## config.mk

```make
export PLATFORM = sky130hd
export DESIGN_NAME = sync_scheduler
export DESIGN_NICKNAME = d
export VERILOG_FILES = /design/src/rtl/sync_pkg.sv /design/src/rtl/period_counter.sv /design/src/rtl/sync_scheduler.sv
export SDC_FILE = /design/constraint.sdc
export NUM_CORES = 1
export LEC_CHECK = 0
export CAP_MARGIN = 40
export CORE_AREA = 2 2 58 60
export CTS_BUF_LIST = sky130_fd_sc_hd__clkbuf_16
export CTS_CLUSTER_DIAMETER = 60
export CTS_CLUSTER_SIZE = 14
export DETAILED_ROUTE_END_ITERATION = 10
export DIE_AREA = 0 0 60 62
export GPL_TIMING_DRIVEN = 0
export HOLD_SLACK_MARGIN = 0.05
export PLACE_DENSITY = 0.79
export SLEW_MARGIN = 25
export SYNTH_ARGS = -nofsm -noshare
export SYNTH_HDL_FRONTEND = slang
export SYNTH_SLANG_ARGS = --single-unit
```

## constraint.sdc

```tcl
create_clock -name clk -period 1.9 [get_ports clk]
set_input_delay 0.475 -clock clk [delete_from_list [all_inputs] [get_ports clk]]
set_output_delay 0.475 -clock clk [all_outputs]
set_load 0.01 [all_outputs]
```

## src/rtl/sync_pkg.sv

```systemverilog
`default_nettype none
// ============================================================================
// Module      : sync_pkg
// Description : Shared types and defaults for the transducer sync scheduler.
//               Holds the scheduler state encoding, the default timing
//               parameters and a small counter-width helper.
// Revision    : 1.0 - initial release
// ============================================================================
package sync_pkg;

    // Default timing parameters (clk cycles / sync counts)
    localparam int c_DEF_PERIOD     = 2500;
    localparam int c_DEF_TOL        = 4;
    localparam int c_DEF_LOCK_COUNT = 4;
    localparam int c_DEF_MISS_LIMIT = 8;

    // Scheduler state encoding; the numeric values are visible on the
    // state output port, so they must stay stable.
    typedef enum logic [1:0] {
        ST_UNLOCKED = 2'd0,
        ST_LOCKING  = 2'd1,
        ST_LOCKED   = 2'd2,
        ST_HOLDOVER = 2'd3
    } sched_state_e;

    // Bits needed to represent 0 .. n_values-1, never less than one bit.
    function automatic int cnt_width(input int n_values);
        return (n_values < 2) ? 1 : $clog2(n_values);
    endfunction

endpackage : sync_pkg
`default_nettype wire

```

## src/rtl/period_counter.sv

```systemverilog
`default_nettype none
// ============================================================================
// Module      : period_counter
// Description : Free-running phase counter, 0..PERIOD-1, with a synchronous
//               realign input that forces the count to zero on the next
//               cycle (realign wins over the normal increment).
// Ports       : clk       - clock, rising edge
//               rst       - synchronous active-high reset (count -> 0)
//               i_realign - force count to 0 on the next cycle
//               o_count   - registered phase count
// Revision    : 1.0 - initial release
// ============================================================================
module period_counter
    import sync_pkg::*;
#(
    parameter int PERIOD = c_DEF_PERIOD
) (
    input  logic                      clk,
    input  logic                      rst,
    input  logic                      i_realign,
    output logic [$clog2(PERIOD)-1:0] o_count
);

    localparam int                 c_CNT_W = $clog2(PERIOD);
    localparam logic [c_CNT_W-1:0] c_LAST  = c_CNT_W'(PERIOD - 1);

    logic [c_CNT_W-1:0] r_count;

    always_ff @(posedge clk) begin
        if (rst) begin
            r_count <= '0;
        end else if (i_realign || (r_count == c_LAST)) begin
            r_count <= '0;
        end else begin
            r_count <= r_count + c_CNT_W'(1);
        end
    end

    assign o_count = r_count;

endmodule : period_counter
`default_nettype wire

```

## src/rtl/sync_scheduler.sv

```systemverilog
`default_nettype none
// ============================================================================
// Module      : sync_scheduler
// Description : Tracks an external sync pulse train against a local phase
//               counter, qualifies lock (UNLOCKED/LOCKING/LOCKED/HOLDOVER)
//               and commits staged phase frames at period boundaries.
// Ports       : clk          - clock, rising edge
//               rst          - synchronous active-high reset
//               sync_pulse   - one-cycle pulse per external sync edge
//               frame_valid  - staged frame waiting for commit
//               frame_ready  - frame can be accepted (no frame pending)
//               period_cnt   - phase counter 0..PERIOD-1
//               period_start - high while period_cnt == 0
//               commit       - one-cycle pulse: swap staged frame to active
//               state        - current scheduler state
//               locked       - high in LOCKED or HOLDOVER
//               sync_lost    - one-cycle pulse on a drop from lock
// Revision    : 1.0 - initial release
// ============================================================================
module sync_scheduler
    import sync_pkg::*;
#(
    parameter int PERIOD     = c_DEF_PERIOD,
    parameter int TOL        = c_DEF_TOL,
    parameter int LOCK_COUNT = c_DEF_LOCK_COUNT,
    parameter int MISS_LIMIT = c_DEF_MISS_LIMIT
) (
    input  logic                      clk,
    input  logic                      rst,
    input  logic                      sync_pulse,
    input  logic                      frame_valid,
    output logic                      frame_ready,
    output logic [$clog2(PERIOD)-1:0] period_cnt,
    output logic                      period_start,
    output logic                      commit,
    output logic [1:0]                state,
    output logic                      locked,
    output logic                      sync_lost
);

    localparam int c_CNT_W  = $clog2(PERIOD);
    localparam int c_GOOD_W = cnt_width(LOCK_COUNT + 1);
    localparam int c_MISS_W = cnt_width(MISS_LIMIT + 1);

    // Acceptance window edges and the phase at which a missing sync is judged
    localparam logic [c_CNT_W-1:0]  c_WIN_HI    = c_CNT_W'(PERIOD - TOL);
    localparam logic [c_CNT_W-1:0]  c_WIN_LO    = c_CNT_W'(TOL);
    localparam logic [c_CNT_W-1:0]  c_MISS_AT   = c_CNT_W'(TOL + 1);
    localparam logic [c_GOOD_W-1:0] c_GOOD_LAST = c_GOOD_W'(LOCK_COUNT - 1);
    localparam logic [c_MISS_W-1:0] c_MISS_LAST = c_MISS_W'(MISS_LIMIT - 1);

    logic [c_CNT_W-1:0]  w_cnt;
    sched_state_e        r_state;
    sched_state_e        w_state_nxt;
    logic [c_GOOD_W-1:0] r_good_cnt;
    logic [c_GOOD_W-1:0] w_good_nxt;
    logic [c_MISS_W-1:0] r_miss_cnt;
    logic [c_MISS_W-1:0] w_miss_nxt;
    logic                r_seen;
    logic                r_pending;
    logic                r_sync_lost;
    logic                w_lost;
    logic                w_in_window;
    logic                w_sync_in;
    logic                w_miss_slot;
    logic                w_miss_event;
    logic                w_period_start;
    logic                w_commit;
    logic                w_accept;

    // Every sync realigns the phase, whatever the lock state.
    period_counter #(
        .PERIOD (PERIOD)
    ) u_period_counter (
        .clk       (clk),
        .rst       (rst),
        .i_realign (sync_pulse),
        .o_count   (w_cnt)
    );

    assign w_in_window    = (w_cnt >= c_WIN_HI) || (w_cnt <= c_WIN_LO);
    assign w_sync_in      = sync_pulse && w_in_window;
    assign w_miss_slot    = (w_cnt == c_MISS_AT);
    // Only reached when no sync is present this cycle (sync has priority).
    assign w_miss_event   = w_miss_slot && !r_seen;
    assign w_period_start = (w_cnt == '0);
    // Uses the registered pending flag, so a frame accepted on a period
    // start waits for the following one.
    assign w_commit       = w_period_start && r_pending;
    assign w_accept       = frame_valid && !r_pending;

    always_comb begin
        w_state_nxt = r_state;
        w_good_nxt  = r_good_cnt;
        w_miss_nxt  = r_miss_cnt;
        w_lost      = 1'b0;
        if (sync_pulse) begin
            case (r_state)
                ST_UNLOCKED: begin
                    w_state_nxt = ST_LOCKING;
                    w_good_nxt  = '0;
                end
                ST_LOCKING: begin
                    if (w_in_window) begin
                        w_good_nxt = r_good_cnt + c_GOOD_W'(1);
                        if (r_good_cnt == c_GOOD_LAST) begin
                            w_state_nxt = ST_LOCKED;
                        end
                    end else begin
                        w_good_nxt = '0;
                    end
                end
                ST_LOCKED: begin
                    if (!w_in_window) begin
                        w_state_nxt = ST_UNLOCKED;
                        w_lost      = 1'b1;
                    end
                end
                ST_HOLDOVER: begin
                    if (w_in_window) begin
                        w_state_nxt = ST_LOCKED;
                        w_miss_nxt  = '0;
                    end else begin
                        w_state_nxt = ST_UNLOCKED;
                        w_lost      = 1'b1;
                    end
                end
                default: begin
                    w_state_nxt = ST_UNLOCKED;
                end
            endcase
        end else if (w_miss_event) begin
            case (r_state)
                ST_LOCKING: begin
                    w_state_nxt = ST_UNLOCKED;
                end
                ST_LOCKED: begin
                    w_state_nxt = ST_HOLDOVER;
                    w_miss_nxt  = c_MISS_W'(1);
                end
                ST_HOLDOVER: begin
                    if (r_miss_cnt == c_MISS_LAST) begin
                        w_state_nxt = ST_UNLOCKED;
                        w_miss_nxt  = '0;
                        w_lost      = 1'b1;
                    end else begin
                        w_miss_nxt = r_miss_cnt + c_MISS_W'(1);
                    end
                end
                default: begin
                    // misses are meaningless while unlocked
                end
            endcase
        end
    end

    always_ff @(posedge clk) begin
        if (rst) begin
            r_state     <= ST_UNLOCKED;
            r_good_cnt  <= '0;
            r_miss_cnt  <= '0;
            r_seen      <= 1'b0;
            r_pending   <= 1'b0;
            r_sync_lost <= 1'b0;
        end else begin
            r_state     <= w_state_nxt;
            r_good_cnt  <= w_good_nxt;
            r_miss_cnt  <= w_miss_nxt;
            r_sync_lost <= w_lost;
            // seen covers one sync window; cleared once the window has closed
            if (w_sync_in) begin
                r_seen <= 1'b1;
            end else if (w_miss_slot) begin
                r_seen <= 1'b0;
            end
            if (w_commit) begin
                r_pending <= 1'b0;
            end else if (w_accept) begin
                r_pending <= 1'b1;
            end
        end
    end

    assign frame_ready  = !r_pending;
    assign period_cnt   = w_cnt;
    assign period_start = w_period_start;
    assign commit       = w_commit;
    assign state        = r_state;
    assign locked       = (r_state == ST_LOCKED) || (r_state == ST_HOLDOVER);
    assign sync_lost    = r_sync_lost;

endmodule : sync_scheduler
`default_nettype wire

```

==> reports/results.ini, run 1 <==
[status]
status=finished, violations left
violations=negative setup slack

[pwr]
combPwrFrac_pct=8.2
cellPowerDensity_nw_per_um2=543.5
ir_worst_vdd_mv=0.4544
clkPwrFrac_pct=43.9
internal_power_w=0.0008255
seqPwrFrac_pct=48.0
p_leak_nw=0.7447
switching_share_pct=22.33
p_sw_w=0.0002374

[floorplanning]
rows=21
pin_count=23
die_w_um=60
fp.coreArea_um2=3179
die_height_um=62
start_util_pct=45.38
die-area_um2=3720

[worst_setup_path]
arrival_ns=1.55
slowest_stage=dfxtp_4
crit_chain=nor4_4 -> nand3_2 -> nor4b_4 -> buf_2
start_kind=register
slowest_delay_ns=0.36
crit_type=reg2out
cp-end-kind=output pin
worstPathMaxFanout=3
required_ns=1.42

[clock_tree]
insertion_delay_ns=0.26
cts-htree-levels=1
root_buffer=clkbuf_16
cts_tree=done
cts_max_path_buffers=2
clkTransAtPathRegs_ns=0.07
cts.sinks=24
holdBufCountCts=0
numCtsBuffers=3

[synth]
async_reset_ff_share_pct=0
synth_cell_types=50
syn_nets=179
synth_most_common_cell=dfxtp_1
synthAdderAreaFrac_pct=5.204
synthTopCellsByArea=dfxtp_1 (33%), ha_1 (5.2%), nor2_1 (4.7%), nand2_1 (3.6%), nand3_1 (3.1%)
synth_common_cells=dfxtp_1 (24), nor2_1 (18), nand2_1 (14)
synth_compound_area_share_pct=15.96
syn_inst=169
ys_seq_area_share_pct=33.30
synth_top_area_share_pct=33.30
netlist_area_um2=1443
synth_seq_cells=24
synth_edf_count=0
yosysWarningCount=0
yosys-mux-area-fraction_pct=2.515
synthSimpleGateAreaFrac_pct=30.44
syn_avg_cell_area_um2=8.536
synth_top_family_by_area=simple AND/OR/NAND/NOR gates
synthXorXnorAreaFrac_pct=5.464
synth_ff_type=dfxtp_1
yosysTopAreaCell=dfxtp_1

[final_layout]
diodes=0
syn_to_final_growth_pct=35.56
drive_gt1_share_pct=22.55
nets=215
stdcell_area_um2=1956
fillCellCount=265

[timing]
fin_skew_ns=0.007063
setup_tns_ns=-0.1599
rsz0062_at_grt=true
final.min_clock_period_ns=2.024
fmaxAchievable_mhz=494.0
period_share_pct=106.5
worst_slack_ns=-0.1243
slew_headroom_pct=73.02
setup_violations=3
hold_viol_final=0
slew_violations=0
max_slew.worst_pin.slew_ns=0.4047

[global_route]
grt.overflow.total=0
grt_max_degree=14
grt_usage_pct=20.20
grt_first_pass_wirelength_um=5720
grt_pass1_vias=1257
antenna_found_initial=0

[routing]
drt_wl_total_um=3386
first_pass_iters=4
vias=1358
final_antenna_net_count=0
wl_per_cell_um=13.54
drc_errors=0
drt_iter0_drc=44
viasPerCell=5.432

[placed_design]
place.gp.congestion=0.8328
dpl_cell_area_um2=1733
io_buffers=22
dp_hpwl_um=2247

[job]
cap_viol_max_count=0

[min_path]
hold_path.class=reg2reg

## routing by layer
| metal | routed length, um | global-route usage, % | share of wire, % |
|---|---|---|---|
| met5 | 0 | 0 | 0 |
| met4 | 31 | 5.397 | 0.92 |
| met3 | 175 | 4.348 | 5.2 |
| met2 | 1624 | 35.09 | 48 |
| met1 | 1555 | 25.44 | 46 |
## kinds of logic (layout without fill, tap and decap cells)
kind of cell | Yosys count | after routing
compound gates | 30 | 30
xor+xnor | 9 | 9
fa+ha+maj | 6 | 6
buf+inv | 20 | 55
flops | 24 | 24
mux | 3 | 3
simple gates | 77 | 77
## placed cells by master, fill, tap and decap left out, types with 3 or more instances in the layout
master,Yosys,routed
nor2_1,18,18
xor2_1,4,4
dfxtp_1,24,12
clkdlybuf4s50_1,0,20
o21ai_0,6,6
dfxtp_2,0,5
nand2_1,14,14
clkbuf_16,0,3
dfxtp_4,0,7
buf_4,1,10
nand3_1,9,8
buf_2,1,3
clkbuf_1,6,4
xnor2_1,5,5
nand4_1,6,6
buf_6,3,4
o211ai_1,5,5
nor4_4,0,3
ha_1,6,6
a21oi_1,6,6
inv_1,9,9
nor3_1,4,4
## critical path, delay by kind of cell, from the launching register on
| kind | cells | cell delay, ns |
|---|---|---|
| AND/OR/NAND/NOR | 3 | 0.75 |
| buffers and inverters | 1 | 0.17 |
| flip-flops | 1 | 0.36 |
## worst paths after layout
| check | to | slack (ns) | startpoint | cells past startpoint |
|---|---|---|---|---|
| setup / recovery | commit | -0.12 | u_period_counter.o_count[6] | 4 |
| hold / removal | r_good_cnt[1] | 0.46 | r_good_cnt[1] | 2 |
| setup reg to reg | r_miss_cnt[3] | -0.01 | u_period_counter.o_count[4] | 5 |
| hold reg to reg | r_good_cnt[1] | 0.46 | r_good_cnt[1] | 2 |
## flip-flops by register name (all words and copies together) (netlist names)
register and count:
r_good_cnt 3, u_period_counter.o_count 12, sync_lost 1, r_seen 1, state 2, r_miss_cnt 4
r_pending 1
## timing repair
action                                  in CTS  in global routing
pin swaps                                    7                  3
hold endpoints to repair                     0                  0
endpoints found under the setup margin       7                 19
setup buffers                                7                  5
gates resized for setup                     28                  9
## power groups by stage
stage	clock network [W]	logic, W	registers [W]
2_1_floorplan	0	0.0000481	0.000530
5_1_grt	0.000488	0.0000962	0.000511
4_1_cts	0.000471	0.0000862	0.000513
3_5_place_dp	0	0.0000846	0.000530
3_3_place_gp	0	0.0000839	0.000530
6_report	0.000466	0.0000867	0.000510
## layout make-up
| type | instances | area, um2 | share of cell area, % |
|---|---|---|---|
| Clock buffer | 3 | 75.07 | 3.839 |
| Multi-Input combinational cell | 125 | 917.1 | 46.90 |
| Sequential cell | 24 | 513.0 | 26.23 |
| Buffer | 8 | 47.55 | 2.431 |
| Tap cell | 46 | 57.56 | 2.943 |
| Inverter | 9 | 33.78 | 1.727 |
| Clock inverter | 1 | 3.754 | 0.1919 |
| Timing Repair Buffer | 34 | 307.8 | 15.74 |
## through the flow
step	utilization (%)	total power [W]	hold slack [ns]	instances	worst slack [ns]
floorplan	-	0.0005778	0.4363	169	0.01457
global placement	54.51	0.0006135	0.4440	237	-0.5566
detailed placement	54.51	0.0006145	0.4529	237	-0.5947
CTS	59.74	0.001071	0.4614	245	-0.09743
global route	61.51	0.001095	0.4857	250	-0.1803
finish	61.51	0.001063	0.4586	250	-0.1243
(Power assumes the default switching activity.)
==> inputs of run 2 (changes only) <==
--- a/config.mk
+++ b/config.mk
@@ -12,7 +12,7 @@
 export CTS_CLUSTER_SIZE = 14
 export DETAILED_ROUTE_END_ITERATION = 10
 export DIE_AREA = 0 0 60 62
-export GPL_TIMING_DRIVEN = 0
+export GPL_ROUTABILITY_DRIVEN = 0
 export HOLD_SLACK_MARGIN = 0.05
 export PLACE_DENSITY = 0.79
 export SLEW_MARGIN = 25
==> constraint.sdc (replaced) <==
create_clock -name clk -period 1.9 [get_ports clk]
set_input_delay 0.38 -clock clk [delete_from_list [all_inputs] [get_ports clk]]
set_output_delay 0.38 -clock clk [all_outputs]
set_load 0.01 [all_outputs]
==> reports/results.ini, run 2 (synthesized netlist as in run 1, its figures left out) <==
[status]
status=finished, violations left  ; unchanged
violations=negative setup slack  ; unchanged

[final_layout]
nets=228  ; was 215
final_cell_mix=buf_4 (27), clkdlybuf4s50_1 (20), nor2_1 (18), dfxtp_1 (17), nand2_1 (14)  ; was clkdlybuf4s50_1 (20), nor2_1 (18), nand2_1 (14), dfxtp_1 (12), buf_4 (10)
largest_register_ffs=12  ; unchanged
mostFrequentLayoutCell=buf_4  ; was clkdlybuf4s50_1
diodes=0  ; unchanged
drive_gt1_share_pct=27.65  ; was 22.55%
syn_to_final_growth_pct=43.19  ; was 35.56%
fin_cells=263  ; was 250
utilization_pct=64.97  ; was 61.51%

[worst_setup_path]
required_ns=2.09  ; was 1.42 ns
cp_top_family=simple AND/OR/NAND/NOR gates  ; unchanged
cp-end-kind=register  ; was output pin
crit_type=reg2reg  ; was reg2out
slowest_stage=or4_4  ; was dfxtp_4
crit_chain=buf_6 -> or4_4 -> o41ai_4 -> buf_4 -> mux2_4 -> o211ai_2  ; was nor4_4 -> nand3_2 -> nor4b_4 -> buf_2
start_kind=register  ; unchanged
crit_buf_inv=2  ; was 1
cp_num_cells=6  ; was 4
rr_worst_depth=6  ; was 5
arrival_ns=2.16  ; was 1.55 ns
slowest_delay_ns=0.56  ; was 0.36 ns
worstPathMaxFanout=6  ; was 3

[pwr]
ir_worst_vdd_mv=0.3452  ; was 0.4544 mV
cellPowerDensity_nw_per_um2=524.5  ; was 543.5 nW/um2
p_leak_nw=0.8291  ; was 0.7447 nW

[timing]
max_slew.worst_pin.slew_ns=0.3729  ; was 0.4047 ns
setup_violations=4  ; was 3
slew_headroom_pct=74.82  ; was 73.02%
slew_violations=0  ; unchanged
fmaxAchievable_mhz=509.0  ; was 494.0 MHz
rsz0062_at_grt=true  ; unchanged
worst_slack_ns=-0.06464  ; was -0.1243 ns
final.min_clock_period_ns=1.965  ; was 2.024 ns
period_share_pct=103.4  ; was 106.5%
fin_skew_ns=0.003372  ; was 0.007063 ns
hold_viol_final=0  ; unchanged

[routing]
drc_errors=0  ; unchanged
vias=1455  ; was 1358
drt_iter0_drc=33  ; was 44
first_pass_iters=4  ; unchanged
final_antenna_net_count=0  ; unchanged
drt_wl_total_um=4013  ; was 3386 um
viasPerCell=5.532  ; was 5.432
wl_per_cell_um=15.26  ; was 13.54 um

[floorplanning]
start_util_pct=45.38  ; unchanged
fp.coreArea_um2=3179  ; unchanged
rows=21  ; unchanged
die_w_um=60  ; unchanged
die-area_um2=3720  ; unchanged
pin_count=23  ; unchanged
die_height_um=62  ; unchanged

[global_route]
grt_pass1_vias=1346  ; was 1257
antenna_found_initial=0  ; unchanged
grt_usage_pct=22.76  ; was 20.20%
grt.overflow.total=0  ; unchanged
grt_max_degree=14  ; unchanged
grt_first_pass_wirelength_um=6306  ; was 5720 um

[job]
cap_viol_max_count=0  ; unchanged

[placed_design]
dp_hpwl_um=2451  ; was 2247 um
io_buffers=22  ; unchanged
numPlacedInstances=248  ; was 237
place_ws_ns=-0.2890  ; was -0.5947 ns

[clock_tree]
cts.sinks=24  ; unchanged
cts-htree-levels=1  ; unchanged
clkTransAtPathRegs_ns=0.06  ; was 0.07 ns
root_buffer=clkbuf_16  ; unchanged
insertion_delay_ns=0.26  ; about the same
holdBufCountCts=0  ; unchanged
cts_max_path_buffers=2  ; unchanged
cts_tree=done  ; unchanged
numCtsBuffers=3  ; unchanged

[min_path]
hold_path.class=reg2reg  ; unchanged
min_path_cells=2  ; unchanged

==> run 2: per-layer routing <==
layer  vias up  track usage (%)  routed length, um
met1       685            25.82               1648
met5         -                0                  0
met4         0            9.841                 97
met3        11            4.141                222
met2        52            41.77               2045
li1        707                -                  -
==> run 2: worst paths after layout <==
| path | from | end | slack, ns |
|---|---|---|---|
| worst max-delay path | u_period_counter.o_count[11] | r_miss_cnt[3] | -0.06 |
| worst min-delay path | r_good_cnt[1] | r_good_cnt[1] | 0.46 |
| worst max register to register | u_period_counter.o_count[11] | r_miss_cnt[3] | -0.06 |
| worst min register to register | r_good_cnt[1] | r_good_cnt[1] | 0.46 |
==> run 2: power by group <==
group          switching, W  total (W)  internal [W]  leakage, nW
sequential       0.00000831   0.000519      0.000511        0.198
clock              0.000189   0.000471      0.000282       0.0385
combinational     0.0000483  0.0000933     0.0000450        0.592
total              0.000245    0.00108      0.000838        0.829
==> run 2: area by class of cell <==
class | count | area, um2
clock inverter | 1 | 3.754
tap | 46 | 57.56
multi-input combinational | 125 | 925.9
fill | 254 | 1114
clock buffer | 3 | 75.07
timing repair buffer | 55 | 480.5
inverter | 9 | 33.78
sequential | 24 | 489.2
==> run 2: repair_timing <==
action,CTS,global route
cloned,0,0
pin swaps,5,7
setup endpoints to repair,6,7
resized for setup,25,8
buffers inserted,5,6
==> run 2: per-stage QoR <==
stage / hold WS (ns) / TNS, ns / total power [W] / area [um2]
after CTS: 0.4644 / -0.09050 / 0.001077 / 1999
after detailed placement: 0.4558 / -0.7226 / 0.0006180 / 1817
after floorplan: 0.4363 / 0 / 0.0005778 / 1443
after global routing: 0.4993 / -0.4513 / 0.001113 / 2066
final: 0.4640 / -0.2076 / 0.001083 / 2066
after global placement: 0.4442 / -0.4471 / 0.0006161 / 1817
==> run 2: worst min-delay path, delay by kind of cell (launching register included) <==
| kind | cells | cell delay [ns] |
|---|---|---|
| AOI/OAI and AO/OA | 1 | 0.05 |
| and+or+nand+nor | 1 | 0.05 |
| DFF | 1 | 0.31 |
==> inputs of run 3 (changes only) <==
--- a/config.mk
+++ b/config.mk
@@ -6,15 +6,18 @@
 export NUM_CORES = 1
 export LEC_CHECK = 0
 export CAP_MARGIN = 40
-export CORE_AREA = 2 2 58 60
+export CELL_PAD_IN_SITES_DETAIL_PLACEMENT = 1
+export CELL_PAD_IN_SITES_GLOBAL_PLACEMENT = 2
+export CORE_AREA = 2 2 75 77
 export CTS_BUF_LIST = sky130_fd_sc_hd__clkbuf_16
 export CTS_CLUSTER_DIAMETER = 60
 export CTS_CLUSTER_SIZE = 14
 export DETAILED_ROUTE_END_ITERATION = 10
-export DIE_AREA = 0 0 60 62
+export DIE_AREA = 0 0 77 79
 export GPL_ROUTABILITY_DRIVEN = 0
+export GPL_TIMING_DRIVEN = 0
 export HOLD_SLACK_MARGIN = 0.05
-export PLACE_DENSITY = 0.79
+export PLACE_DENSITY = 0.77
 export SLEW_MARGIN = 25
 export SYNTH_ARGS = -nofsm -noshare
 export SYNTH_HDL_FRONTEND = slang
==> reports/results.ini, run 3 (synthesized netlist as in run 1, its figures left out) <==
[status]
status=finished, violations left  ; unchanged
violations=negative setup slack  ; unchanged

[timing]
period_share_pct=105.2  ; was 103.4%
setup_violations=1  ; was 4
rsz0062_at_grt=true  ; unchanged
max_slew.worst_pin.slew_ns=0.4024  ; was 0.3729 ns
fin_skew_ns=0.002550  ; was 0.003372 ns
worst_slack_ns=-0.09950  ; was -0.06464 ns
fmaxAchievable_mhz=500.1  ; was 509.0 MHz
slew_headroom_pct=73.17  ; was 74.82%
final.min_clock_period_ns=2.000  ; was 1.965 ns
hold_viol_final=0  ; unchanged
slew_violations=0  ; unchanged

[pwr]
cellPowerDensity_nw_per_um2=526.6  ; was 524.5 nW/um2
p_leak_nw=0.7640  ; was 0.8291 nW
ir_worst_vdd_mv=0.3889  ; was 0.3452 mV

[worst_setup_path]
required_ns=1.52  ; was 2.09 ns
crit_type=reg2out  ; was reg2reg
cp_top_family=simple AND/OR/NAND/NOR gates  ; unchanged
crit_buf_inv=2  ; unchanged
crit_chain=nor4_4 -> nand3_2 -> buf_6 -> nor4b_4 -> buf_2  ; was buf_6 -> or4_4 -> o41ai_4 -> buf_4 -> mux2_4 -> o211ai_2
worstPathMaxFanout=7  ; was 6
slowest_stage=dfxtp_4  ; was or4_4
cp-end-kind=output pin  ; was register
arrival_ns=1.62  ; was 2.16 ns
start_kind=register  ; unchanged
slowest_delay_ns=0.37  ; was 0.56 ns

[placed_design]
numPlacedInstances=263  ; was 248
place_ws_ns=-0.6872  ; was -0.2890 ns
io_buffers=22  ; unchanged
dp_hpwl_um=2748  ; was 2451 um

[final_layout]
mostFrequentLayoutCell=clkdlybuf4s50_1  ; was buf_4
diodes=0  ; unchanged
largest_register_ffs=12  ; unchanged
drive_gt1_share_pct=25.00  ; was 27.65%
fillCellCount=659  ; was 254
syn_to_final_growth_pct=39.55  ; was 43.19%
final_cell_mix=clkdlybuf4s50_1 (20), nor2_1 (18), nand2_1 (14), dfxtp_1 (12), buf_4 (12)  ; was buf_4 (27), clkdlybuf4s50_1 (20), nor2_1 (18), dfxtp_1 (17), nand2_1 (14)
utilization_pct=37.72  ; was 64.97%
seq_area_um2=510.5  ; was 489.2 um2
multi_input_area_um2=927.1  ; was 925.9 um2
fin_cells=276  ; was 263
nets=216  ; was 228

[clock_tree]
root_buffer=clkbuf_16  ; unchanged
clkTransAtPathRegs_ns=0.06  ; about the same
cts_max_path_buffers=2  ; unchanged
numCtsBuffers=3  ; unchanged
cts-htree-levels=1  ; unchanged
insertion_delay_ns=0.26  ; about the same
cts_tree=done  ; unchanged
holdBufCountCts=0  ; unchanged
cts.sinks=24  ; unchanged

[routing]
drt_iter0_drc=49  ; was 33
final_antenna_net_count=0  ; unchanged
wl_per_cell_um=14.48  ; was 15.26 um
viasPerCell=4.913  ; was 5.532
drt_wl_total_um=3997  ; was 4013 um
drc_errors=0  ; unchanged
vias=1356  ; was 1455
first_pass_iters=4  ; unchanged

[floorplanning]
start_util_pct=27.03  ; was 45.38%
die_w_um=77  ; was 60 um
die_height_um=79  ; was 62 um
rows=27  ; was 21
die-area_um2=6083  ; was 3720 um2
pin_count=23  ; unchanged
fp.coreArea_um2=5338  ; was 3179 um2

[min_path]
hold_path.class=reg2reg  ; unchanged

[global_route]
antenna_found_initial=0  ; unchanged
grt_first_pass_wirelength_um=6975  ; was 6306 um
grt_pass1_vias=1450  ; was 1346
grt.overflow.total=0  ; unchanged
grt_max_degree=13  ; was 14
grt_usage_pct=14.12  ; was 22.76%

[job]
cap_viol_max_count=0  ; unchanged

run 3: worst register-to-register path: stages, from the launching register on:
cell      delay, ns
dfxtp_4        0.37
or4_4          0.58
o41ai_4        0.32
buf_4          0.18
mux2_4         0.30
o211ai_2       0.06
run 3: what timing repair did:
| action | CTS | global route |
|---|---|---|
| endpoints found under the setup margin | 16 | 21 |
| buffers inserted | 10 | 5 |
| gates resized for setup | 28 | 14 |
| gates cloned | 0 | 0 |
| pin swaps | 7 | 7 |
run 3: area by class of cell:
| class | instances | share of cell area, % |
|---|---|---|
| multi-input combinational | 125 | 46.05 |
| buffer | 6 | 2.113 |
| tap | 72 | 4.475 |
| timing repair buffer | 37 | 16.59 |
| clock buffer | 3 | 3.729 |
| inverter | 9 | 1.678 |
| sequential | 24 | 25.36 |
run 3: power breakdown:
group	leakage [nW]	switching, W	internal, W
Clock	0.0370	0.000181	0.000279
Sequential	0.202	0.00000811	0.000503
Combinational	0.525	0.0000464	0.0000429
run 3: metrics by stage:
step	power (W)	cell area (um2)	hold WS (ns)	TNS, ns
floorplan	0.0005778	1443	0.4363	0
global placement	0.0006170	1753	0.4450	-3.306
detailed placement	0.0006172	1753	0.4499	-3.425
CTS	0.001076	1967	0.4590	-0.1729
global route	0.001097	2013	0.4892	-0.3287
finish	0.001060	2013	0.4562	-0.09950
run 3: final timing paths:
kind                                    start             to  slack [ns]  cells after the start
setup reg to reg  u_period_counter.o_count[4]  r_miss_cnt[3]           0                      5
hold reg to reg                 r_good_cnt[2]  r_good_cnt[2]        0.46                      2
hold / removal                  r_good_cnt[2]  r_good_cnt[2]        0.46                      2
setup / recovery  u_period_counter.o_count[4]         commit        -0.1                      5
run 3: metal layers:
metal  part of all wire [%]  wire (um)  vias to the layer above  global-route usage (%)
met3                    3.7        149                        2                   2.841
met5                      0          0                        -                       0
met1                     47       1894                      640                   18.28
li1                       -          -                      690                       -
met2                     48       1926                       24                   24.56
met4                   0.68         27                        0                   2.679
